<file path="src/rtl/ring_cnt_pkg.sv">
// ring_cnt_pkg: mode/direction constants and the seed helper shared by the ring counter and its bench
package ring_cnt_pkg;
  localparam logic MODE_RING = 1'b0;
  localparam logic MODE_JOHN = 1'b1;
  localparam logic DIR_UP = 1'b0;
  localparam logic DIR_DN = 1'b1;
  function automatic logic [31:0] seed_of(input logic mode, input int width, input int seed_pos);
    logic [31:0] mask;
    mask = (width >= 32) ? '1 : (32'd1 << width) - 32'd1;
    return (mode == MODE_JOHN) ? 32'd0 : (32'd1 << seed_pos) & mask;
  endfunction
endpackage

</file>
<file path="src/rtl/ring_counter_gen_if.sv">
// ring_counter_gen_if: control and status bundle of ring_counter_gen (master drives en/mode/dir/load/load_val, slave returns out/wrap/illegal)
interface ring_counter_gen_if #(parameter int WIDTH = 4);
  logic en;
  logic mode;
  logic dir;
  logic load;
  logic [WIDTH-1:0] load_val;
  logic [WIDTH-1:0] out;
  logic wrap;
  logic illegal;
  modport master(output en, mode, dir, load, load_val, input out, wrap, illegal);
  modport slave(input en, mode, dir, load, load_val, output out, wrap, illegal);
endinterface

</file>
<file path="src/rtl/ring_cnt_legal_chk.sv">
// ring_cnt_legal_chk: flags out_i as illegal_o when it is not one-hot (ring) or not 0*1*/1*0* (Johnson)
module ring_cnt_legal_chk
  import ring_cnt_pkg::*;
#(
  parameter int WIDTH = 4
) (
  input  logic [WIDTH-1:0] out_i,
  input  logic             mode_i,
  output logic             illegal_o
);
  logic [WIDTH-2:0] edges;
  always_comb begin
    edges = out_i[WIDTH-1:1] ^ out_i[WIDTH-2:0];
    illegal_o = (mode_i == MODE_JOHN) ? ($countones(edges) > 1) : ($countones(out_i) != 1);
  end
endmodule

</file>
<file path="src/rtl/ring_counter_gen.sv">
// ring_counter_gen: ring/Johnson shift counter (clk, active-low sync rst, bus slave), self-correction under RING_CNT_SELFCORRECT_EN
module ring_counter_gen
  import ring_cnt_pkg::*;
#(
  parameter int WIDTH = 4,
  parameter int SEED_POS = 0
) (
  input logic clk,
  input logic rst,
  ring_counter_gen_if.slave bus
);
  logic [WIDTH-1:0] out_q, out_d, seed, shifted, step;
  logic wrap_q, wrap_d, mode_q, illegal, fb, step_wrap;
  ring_cnt_legal_chk #(.WIDTH(WIDTH)) u_chk (.out_i(out_q), .mode_i(mode_q), .illegal_o(illegal));
  always_comb begin
    seed = WIDTH'(seed_of(bus.mode, WIDTH, SEED_POS));
    fb = ((bus.dir == DIR_DN) ? out_q[0] : out_q[WIDTH-1]) ^ (bus.mode == MODE_JOHN);
    shifted = (bus.dir == DIR_DN) ? {fb, out_q[WIDTH-1:1]} : {out_q[WIDTH-2:0], fb};
`ifdef RING_CNT_SELFCORRECT_EN
    step = illegal ? seed : shifted;
    step_wrap = illegal || (shifted == seed);
`else
    step = shifted;
    step_wrap = shifted == seed;
`endif
    out_d = bus.load ? bus.load_val : (bus.mode != mode_q) ? seed : bus.en ? step : out_q;
    wrap_d = !bus.load && (bus.mode == mode_q) && bus.en && step_wrap;
  end
  always_ff @(posedge clk) begin
    out_q <= rst ? out_d : seed;
    wrap_q <= rst && wrap_d;
    mode_q <= bus.mode;
  end
  assign bus.out = out_q;
  assign bus.wrap = wrap_q;
  assign bus.illegal = illegal;
endmodule

</file>
<file path="src/flat_wrapper.sv">
// flat-port wrapper written by rule: the top's interface ports become plain ports
module ring_counter_gen_flat import ring_cnt_pkg::*;
#(
  parameter int WIDTH = 4,
  parameter int SEED_POS = 0
)
  (clk, rst, bus_en, bus_mode, bus_dir, bus_load, bus_load_val, bus_out, bus_wrap, bus_illegal);
  ring_counter_gen_if #(.WIDTH(WIDTH)) bus_i ();
  input logic clk;
  input logic rst;
  input wire logic [$bits(bus_i.en)-1:0] bus_en;
  input wire logic [$bits(bus_i.mode)-1:0] bus_mode;
  input wire logic [$bits(bus_i.dir)-1:0] bus_dir;
  input wire logic [$bits(bus_i.load)-1:0] bus_load;
  input wire logic [$bits(bus_i.load_val)-1:0] bus_load_val;
  output wire logic [$bits(bus_i.out)-1:0] bus_out;
  output wire logic [$bits(bus_i.wrap)-1:0] bus_wrap;
  output wire logic [$bits(bus_i.illegal)-1:0] bus_illegal;
  assign bus_i.en = bus_en;
  assign bus_i.mode = bus_mode;
  assign bus_i.dir = bus_dir;
  assign bus_i.load = bus_load;
  assign bus_i.load_val = bus_load_val;
  assign bus_out = bus_i.out;
  assign bus_wrap = bus_i.wrap;
  assign bus_illegal = bus_i.illegal;
  ring_counter_gen #(.WIDTH(WIDTH), .SEED_POS(SEED_POS)) u_core (.clk(clk), .rst(rst), .bus(bus_i));
endmodule
</file>
<file path="config.mk">
export PLATFORM = sky130hd
export DESIGN_NAME = ring_counter_gen_flat
export DESIGN_NICKNAME = d
export VERILOG_FILES = /design/src/rtl/ring_cnt_pkg.sv /design/src/rtl/ring_counter_gen_if.sv /design/src/rtl/ring_cnt_legal_chk.sv /design/src/rtl/ring_counter_gen.sv /design/src/flat_wrapper.sv
export SDC_FILE = /design/constraint.sdc
export NUM_CORES = 1
export LEC_CHECK = 0
export ABC_AREA = 1
export CAP_MARGIN = 40
export CELL_PAD_IN_SITES_DETAIL_PLACEMENT = 2
export CELL_PAD_IN_SITES_GLOBAL_PLACEMENT = 2
export CORE_UTILIZATION = 24
export DETAILED_ROUTE_END_ITERATION = 7
export PLACE_DENSITY = 0.71
export SETUP_SLACK_MARGIN = 0.3
export SLEW_MARGIN = 30
export SYNTH_ARGS = -nofsm -noshare
export SYNTH_HDL_FRONTEND = slang
export SYNTH_SLANG_ARGS = --single-unit
</file>
<file path="constraint.sdc">
create_clock -name clk -period 2.2 [get_ports clk]
set_input_delay 0.33 -clock clk [delete_from_list [all_inputs] [get_ports clk]]
set_output_delay 0.33 -clock clk [all_outputs]
set_load 0.05 [all_outputs]
</file>
==> results of run 1 <==
## stage by stage
stage	setup TNS, ns	setup WS, ns	cells	hold WS, ns
after CTS	-0.244	-0.244	121	0.740
after global placement	0	0.0712	116	0.697
final	-0.224	-0.224	121	0.737
after global routing	-0.295	-0.295	121	0.762
after floorplan	-0.238	-0.238	71	0.358
after detailed placement	0	0.00126	116	0.734
## state kept, by name, summed over array words and instances (netlist names)
name	count
u_core.bus.wrap	1
u_core.bus.out	4
u_core.mode_q	1
## cell usage in the layout (no fill, tap or decap)
cell type	synthesis	routed
o21ai_4	0	1
o21ai_1	1	1
nor2_1	1	1
clkbuf_4	0	3
buf_12	0	1
buf_4	0	5
nor2_2	1	1
a31oi_1	1	1
ha_1	4	2
dfxtp_1	2	2
nand2_2	2	2
o21ai_0	4	3
inv_1	8	4
nand3_1	7	7
o31ai_4	0	1
a21oi_1	1	1
dlygate4sd2_1	0	4
o211ai_1	2	2
edfxtp_1	4	4
fa_1	1	1
ha_4	0	2
inv_2	3	7
clkdlybuf4s50_1	0	10
clkbuf_1	0	1
o21ai_2	2	2
and3b_1	1	1
nand3_2	3	3
or2_1	1	1
xor2_1	1	1
nand2_1	19	19
## worst min-delay path by stage
| stage | endpoint | slack [ns] | cells after the start |
|---|---|---|---|
| floorplan | u_core.mode_q | 0.36 | 0 |
| global placement | u_core.bus.wrap | 0.70 | 5 |
| detailed placement | u_core.bus.out[0] | 0.73 | 4 |
| CTS | u_core.mode_q | 0.74 | 1 |
| global route | u_core.mode_q | 0.76 | 1 |
| finish | u_core.bus.out[0] | 0.74 | 4 |
## synthesized netlist by cell type, drive strengths merged
cell type  count
a21oi          1
a31oi          1
and3b          1
buf            1
dfxtp          2
edfxtp         4
fa             1
ha             4
inv           11
nand2         21
nand3         10
nor2           2
o211ai         2
o21ai          7
o31ai          1
or2            1
xor2           1
## kinds of logic after synthesis
family / after synthesis
AOI/OAI and AO/OA: 12
xor gates and xnor gates: 1
adders and majority gates: 5
buffers and inverters: 12
DFF: 6
and+or+nand+nor: 35
## power groups by stage
stage	registers [uW]	clock network (uW)	logic [uW]
2_1_floorplan	169	0	134
3_3_place_gp	140	0	250
3_5_place_dp	141	0	260
4_1_cts	138	115	259
5_1_grt	139	126	278
6_report	138	111	254
## final cells by class
class                   instances  area [um2]
flip-flops and latches          6         160
clock buffers                   4        26.3
multi-input cells              53         379
repair buffers                 20         193
well taps                      27        33.8
inverters                      11        41.3
fillers                       257        1210
## routing by layer
metal | up-vias | wire length [um] | share of wire [%]
met5 | - | 0 | 0
met4 | 0 | 6 | 0.39
met3 | 2 | 64 | 4.1
met2 | 16 | 813 | 53
met1 | 269 | 659 | 43
li1 | 282 | - | -
## critical path: stages, from the launching register on
cell and delay (ns):
edfxtp_1 0.37, inv_2 0.06, fa_1 0.55, inv_2 0.05, ha_4 0.15, ha_4 0.21
o31ai_4 0.21, o21ai_4 0.10, buf_12 0.15
## repair_timing
item                       in CTS  in global routing
pin swaps                       0                  0
hold buffers                    0                  0
gates cloned                    0                  0
setup endpoints to repair       4                  1
buffers inserted                1                  0
gates resized for setup         5                  0
hold endpoints to repair        0                  0
==> flow_metrics.tcl, run 1 <==
set metrics [dict create \
    vias 569 \
    slew_violations 0 \
    grt_max_degree 10 \
    cts-root-buf "clkbuf_4" \
    final_area_um2 833 \
    coreArea_um2 2040 \
    layout-drive-gt1-share_pct 29.8 \
    synth_mux_area_share_pct 0 \
    p_switching_uw 196 \
    clock_path_buffers 2 \
    top_usage_layer "met2" \
    cp.required_ns 1.87 \
    r2r_start "u_core.bus.out[3]" \
    p_comb_share_pct 50.5 \
    die_x_um 49.5 \
    place_hpwl_um 1400 \
    start_util_pct 26.5 \
    r2r-end "u_core.bus.out[3]" \
    switching_share_pct 39.0 \
    ant_nets 0 \
    max_freq_ghz 0.413 \
    cts_tree "done" \
    first_pass_iters 4 \
    clk_latency_ns 0.25 \
    path_clk_slew_ns 0.05 \
    leakagePower_uw 0.000378 \
    worst_pin_slew_ns 0.486 \
    critPathCaptureType "output pin" \
    netlist_area_um2 542 \
    dieArea_um2 2450 \
    rsz0062_at_grt "true" \
    cp_max_fo 3 \
    timing.final.ws_setup_ns -0.224 \
    io_pins 16 \
    synth_cell_types 23 \
    drtIter0Drc 6 \
    status "finished with violations" \
    ff2ff_path_depth 8 \
    power_frac_seq_pct 27.4 \
    min_from "u_core.mode_q" \
    synth_top_family_by_area "simple AND/OR/NAND/NOR gates" \
    final_util_pct 40.8 \
    p_per_area_nw_per_um2 604 \
    crit_end "bus_illegal" \
    startpoint "u_core.bus.out[3]" \
    totalPowerFinal_uw 503 \
    synth-compound-area-share_pct 14.1 \
    antenna_found_initial 0 \
    hold_path_class "register to register" \
    n_antenna_cell 0 \
    use_met2_pct 28.3 \
    post-route-min-period_ns 2.42 \
    critPathLaunchType "register" \
    io_buffers 15 \
    clkPwrFrac_pct 22.1 \
    fin_crit_sh_pct 110 \
    ys_warn_count 0 \
    wire_per_inst_um 12.8 \
    overflow 0 \
    path_class "register to output pin" \
    r2r_slack_ns 0.83 \
    die_h_um 49.5 \
    nNetsFinal 110 \
    ir_drop_v 0.000368 \
    report.final.setup_viol 1 \
    grt_pass1_wl_um 2770 \
    grt_util_met1_pct 17.5 \
    drc_errors 0 \
    cts_made_buffers 3 \
    slew-limit-headroom_pct 67.5 \
    htree_levels 1 \
    syn_inst 71 \
    grt_usage_pct 15.4 \
    skew_ns 0.00673 \
    syn_avg_cell_area_um2 7.63 \
    yosys.area_share.simple_pct 32.1 \
    synth_adder_area_share_pct 12.9 \
    netlist.area_leader.share_pct 22.2 \
    totalWireLength_um 1540 \
    synth_fp_nets 86 \
    violations "setup timing" \
    row_count 16 \
    internal_power_uw 307 \
    ys_ff_latch 6 \
    clock-sinks 6 \
    via_per_inst 4.70 \
    max_cap_viol_count 0 \
    hold_viol 0 \
    cp.arrival_ns 2.09 \
    synth_xor_xnor_area_share_pct 1.62 \
    seq_area_frac_synth_pct 29.6 \
    grt_pass1_vias 637 \
    yosys.area.top_type "edfxtp_1" \
    globalplace.congestion 0.708 \
    syn_to_final_growth_pct 53.8 \
    grtUsageMet3_pct 2.78 \
    place_area_um2 805 \
    netlist_top_cells_area "edfxtp_1 (22%), nand2_1 (13%), ha_1 (9.2%), dfxtp_1 (7.4%), nand3_1 (6.5%)" \
]
No activity file was read; power rests on OpenSTA's default activity.
==> run 2: changes to the inputs <==
Settings changed: CORE_MARGIN from default to 5, PLACE_DENSITY 0.71 to default, PLACE_DENSITY_LB_ADDON from default to 0.1, RECOVER_POWER from default to 25.
==> run 2 against run 1 <==
  * The flow still finishes with violations (setup timing)
  * Combinational power shrank 2%
  * Wire length rose by 12%
  * Count of clock-buffer cells in the layout did not move
  * Sequential power hardly changed
  * Critical path depth is the same
  * Cell area grew 1.7%
  * Global-route usage is 3.4 points lower
  * Highest routed layer unchanged
  * Sequential share of layout area down 0.31 points
  * Power down 1.0%
==> flow_metrics.tcl, run 2 (synthesized netlist as in run 1, its figures left out) <==
set metrics [dict create \
    n_antenna_cell 0 \
    coreArea_um2 2190 \
    cts-root-buf "clkbuf_4" \
    first_pass_iters 2 \
    violations "setup timing" \
    crit_end "bus_illegal" \
    totalWireLength_um 1730 \
    grt_pass1_vias 669 \
    r2r_start "u_core.bus.out[3]" \
    globalplace.congestion 0.729 \
    die_x_um 57.5 \
    hold_viol 0 \
    totalPowerFinal_uw 498 \
    grt_pass1_wl_um 3080 \
    via_per_inst 4.62 \
    final_cell_mix "nand2_1 (19), clkdlybuf4s50_1 (9), nand3_1 (8), buf_4 (8), inv_2 (6)" \
    ff2ff_path_depth 9 \
    slew-limit-headroom_pct 66.6 \
    path_clk_slew_ns 0.06 \
    overflow 0 \
    clk_latency_ns 0.25 \
    ir_drop_v 0.000317 \
    ant_nets 0 \
    dieArea_um2 3310 \
    timing.final.ws_setup_ns -0.228 \
    cts_made_buffers 3 \
    io_pins 16 \
    vias 578 \
    critPathCaptureType "output pin" \
    clock-sinks 6 \
    status "finished with violations" \
    nNetsFinal 113 \
    post-route-min-period_ns 2.43 \
    antenna_found_initial 0 \
    cp.arrival_ns 2.10 \
    max_freq_ghz 0.412 \
    hold_path_class "register to register" \
    cp_max_fo 2 \
    grtUsageMet3_pct 2.94 \
    path_class "register to output pin" \
    leakagePower_uw 0.000400 \
    worst_pin_slew_ns 0.501 \
    critPathLaunchType "register" \
    syn_to_final_growth_pct 56.4 \
    use_met2_pct 21.0 \
    layout-drive-gt1-share_pct 29.9 \
    layout_commonest_cell "nand2_1" \
    clock_path_buffers 2 \
    r2r_slack_ns 0.81 \
    grt_usage_pct 12.0 \
    cts_tree "done" \
    largest_reg_flops 4 \
    report.final.setup_viol 1 \
    grt_util_met1_pct 15.1 \
    wire_per_inst_um 13.8 \
    max_cap_viol_count 0 \
    grt_max_degree 10 \
    fin_crit_sh_pct 110 \
    drtIter0Drc 7 \
    io_buffers 15 \
    skew_ns 0.0133 \
    die_h_um 57.5 \
    cp.required_ns 1.87 \
    r2r-end "u_core.bus.out[0]" \
    slew_violations 0 \
    startpoint "u_core.bus.out[3]" \
    top_usage_layer "met2" \
    row_count 17 \
    fin_setup_tns_ns -0.228 \
    htree_levels 1 \
    start_util_pct 24.7 \
    place_hpwl_um 1500 \
    p_per_area_nw_per_um2 588 \
    rsz0062_at_grt "true" \
    drc_errors 0 \
]
## run 2: cell type report
| class | instances | area [um2] |
|---|---|---|
| Timing Repair Buffer | 23 | 210 |
| Inverter | 11 | 41.3 |
| Tap cell | 28 | 35.0 |
| Clock buffer | 4 | 26.3 |
| Sequential cell | 6 | 160 |
| Fill cell | 257 | 1340 |
| Multi-Input combinational cell | 53 | 374 |
## run 2: worst min-delay path by stage
stage,startpoint,to,depth (start not counted)
floorplan,bus_mode,u_core.mode_q,0
global placement,u_core.bus.out[1],u_core.bus.wrap,5
detailed placement,u_core.bus.out[1],u_core.bus.wrap,5
CTS,u_core.bus.out[1],u_core.bus.wrap,5
global route,u_core.mode_q,u_core.bus.out[0],4
finish,u_core.bus.out[1],u_core.bus.wrap,5
## run 2: per-stage QoR
stage	hold slack [ns]	area [um2]	instances	setup WS (ns)	util [%]
floorplan	0.358	592	71	-0.238	-
global placement	0.693	793	117	0.0625	36.2
detailed placement	0.727	793	117	-0.0139	36.2
CTS	0.753	835	123	-0.285	38.1
global route	0.794	847	125	-0.325	38.7
finish	0.730	847	125	-0.228	38.7
## run 2: metal layers
layer	part of all wire [%]	vias to the layer above	routed length [um]
li1	-	288	-
met1	45	277	781
met2	51	11	886
met3	2.7	2	47
met4	0.92	0	16
met5	0	-	0
## run 2: power by group
part,internal [uW],switching (uW)
clock,68.8,41.1
sequential,130,8.14
combinational,104,145
total,303,195
## run 2: critical path, cell delays in order (launching register included)
cell and delay [ns]:
edfxtp_1 0.37, inv_2 0.06, fa_1 0.55, inv_2 0.05, ha_4 0.15, ha_4 0.21, o31ai_4 0.23, o21ai_4 0.09
buf_6 0.16
## run 2: repair_timing
action / CTS / global route
pin swaps: 2 / 2
setup buffers: 2 / 2
hold buffers: 0 / 0
hold endpoints to repair: 0 / 0
gates resized for setup: 5 / 1
endpoints found under the setup margin: 4 / 2
==> run 3: changes to the inputs <==
Settings changed: GPL_ROUTABILITY_DRIVEN from default to 0.
==> results of run 3 <==
Final layout, timing and power as in run 2 (identical DEF).
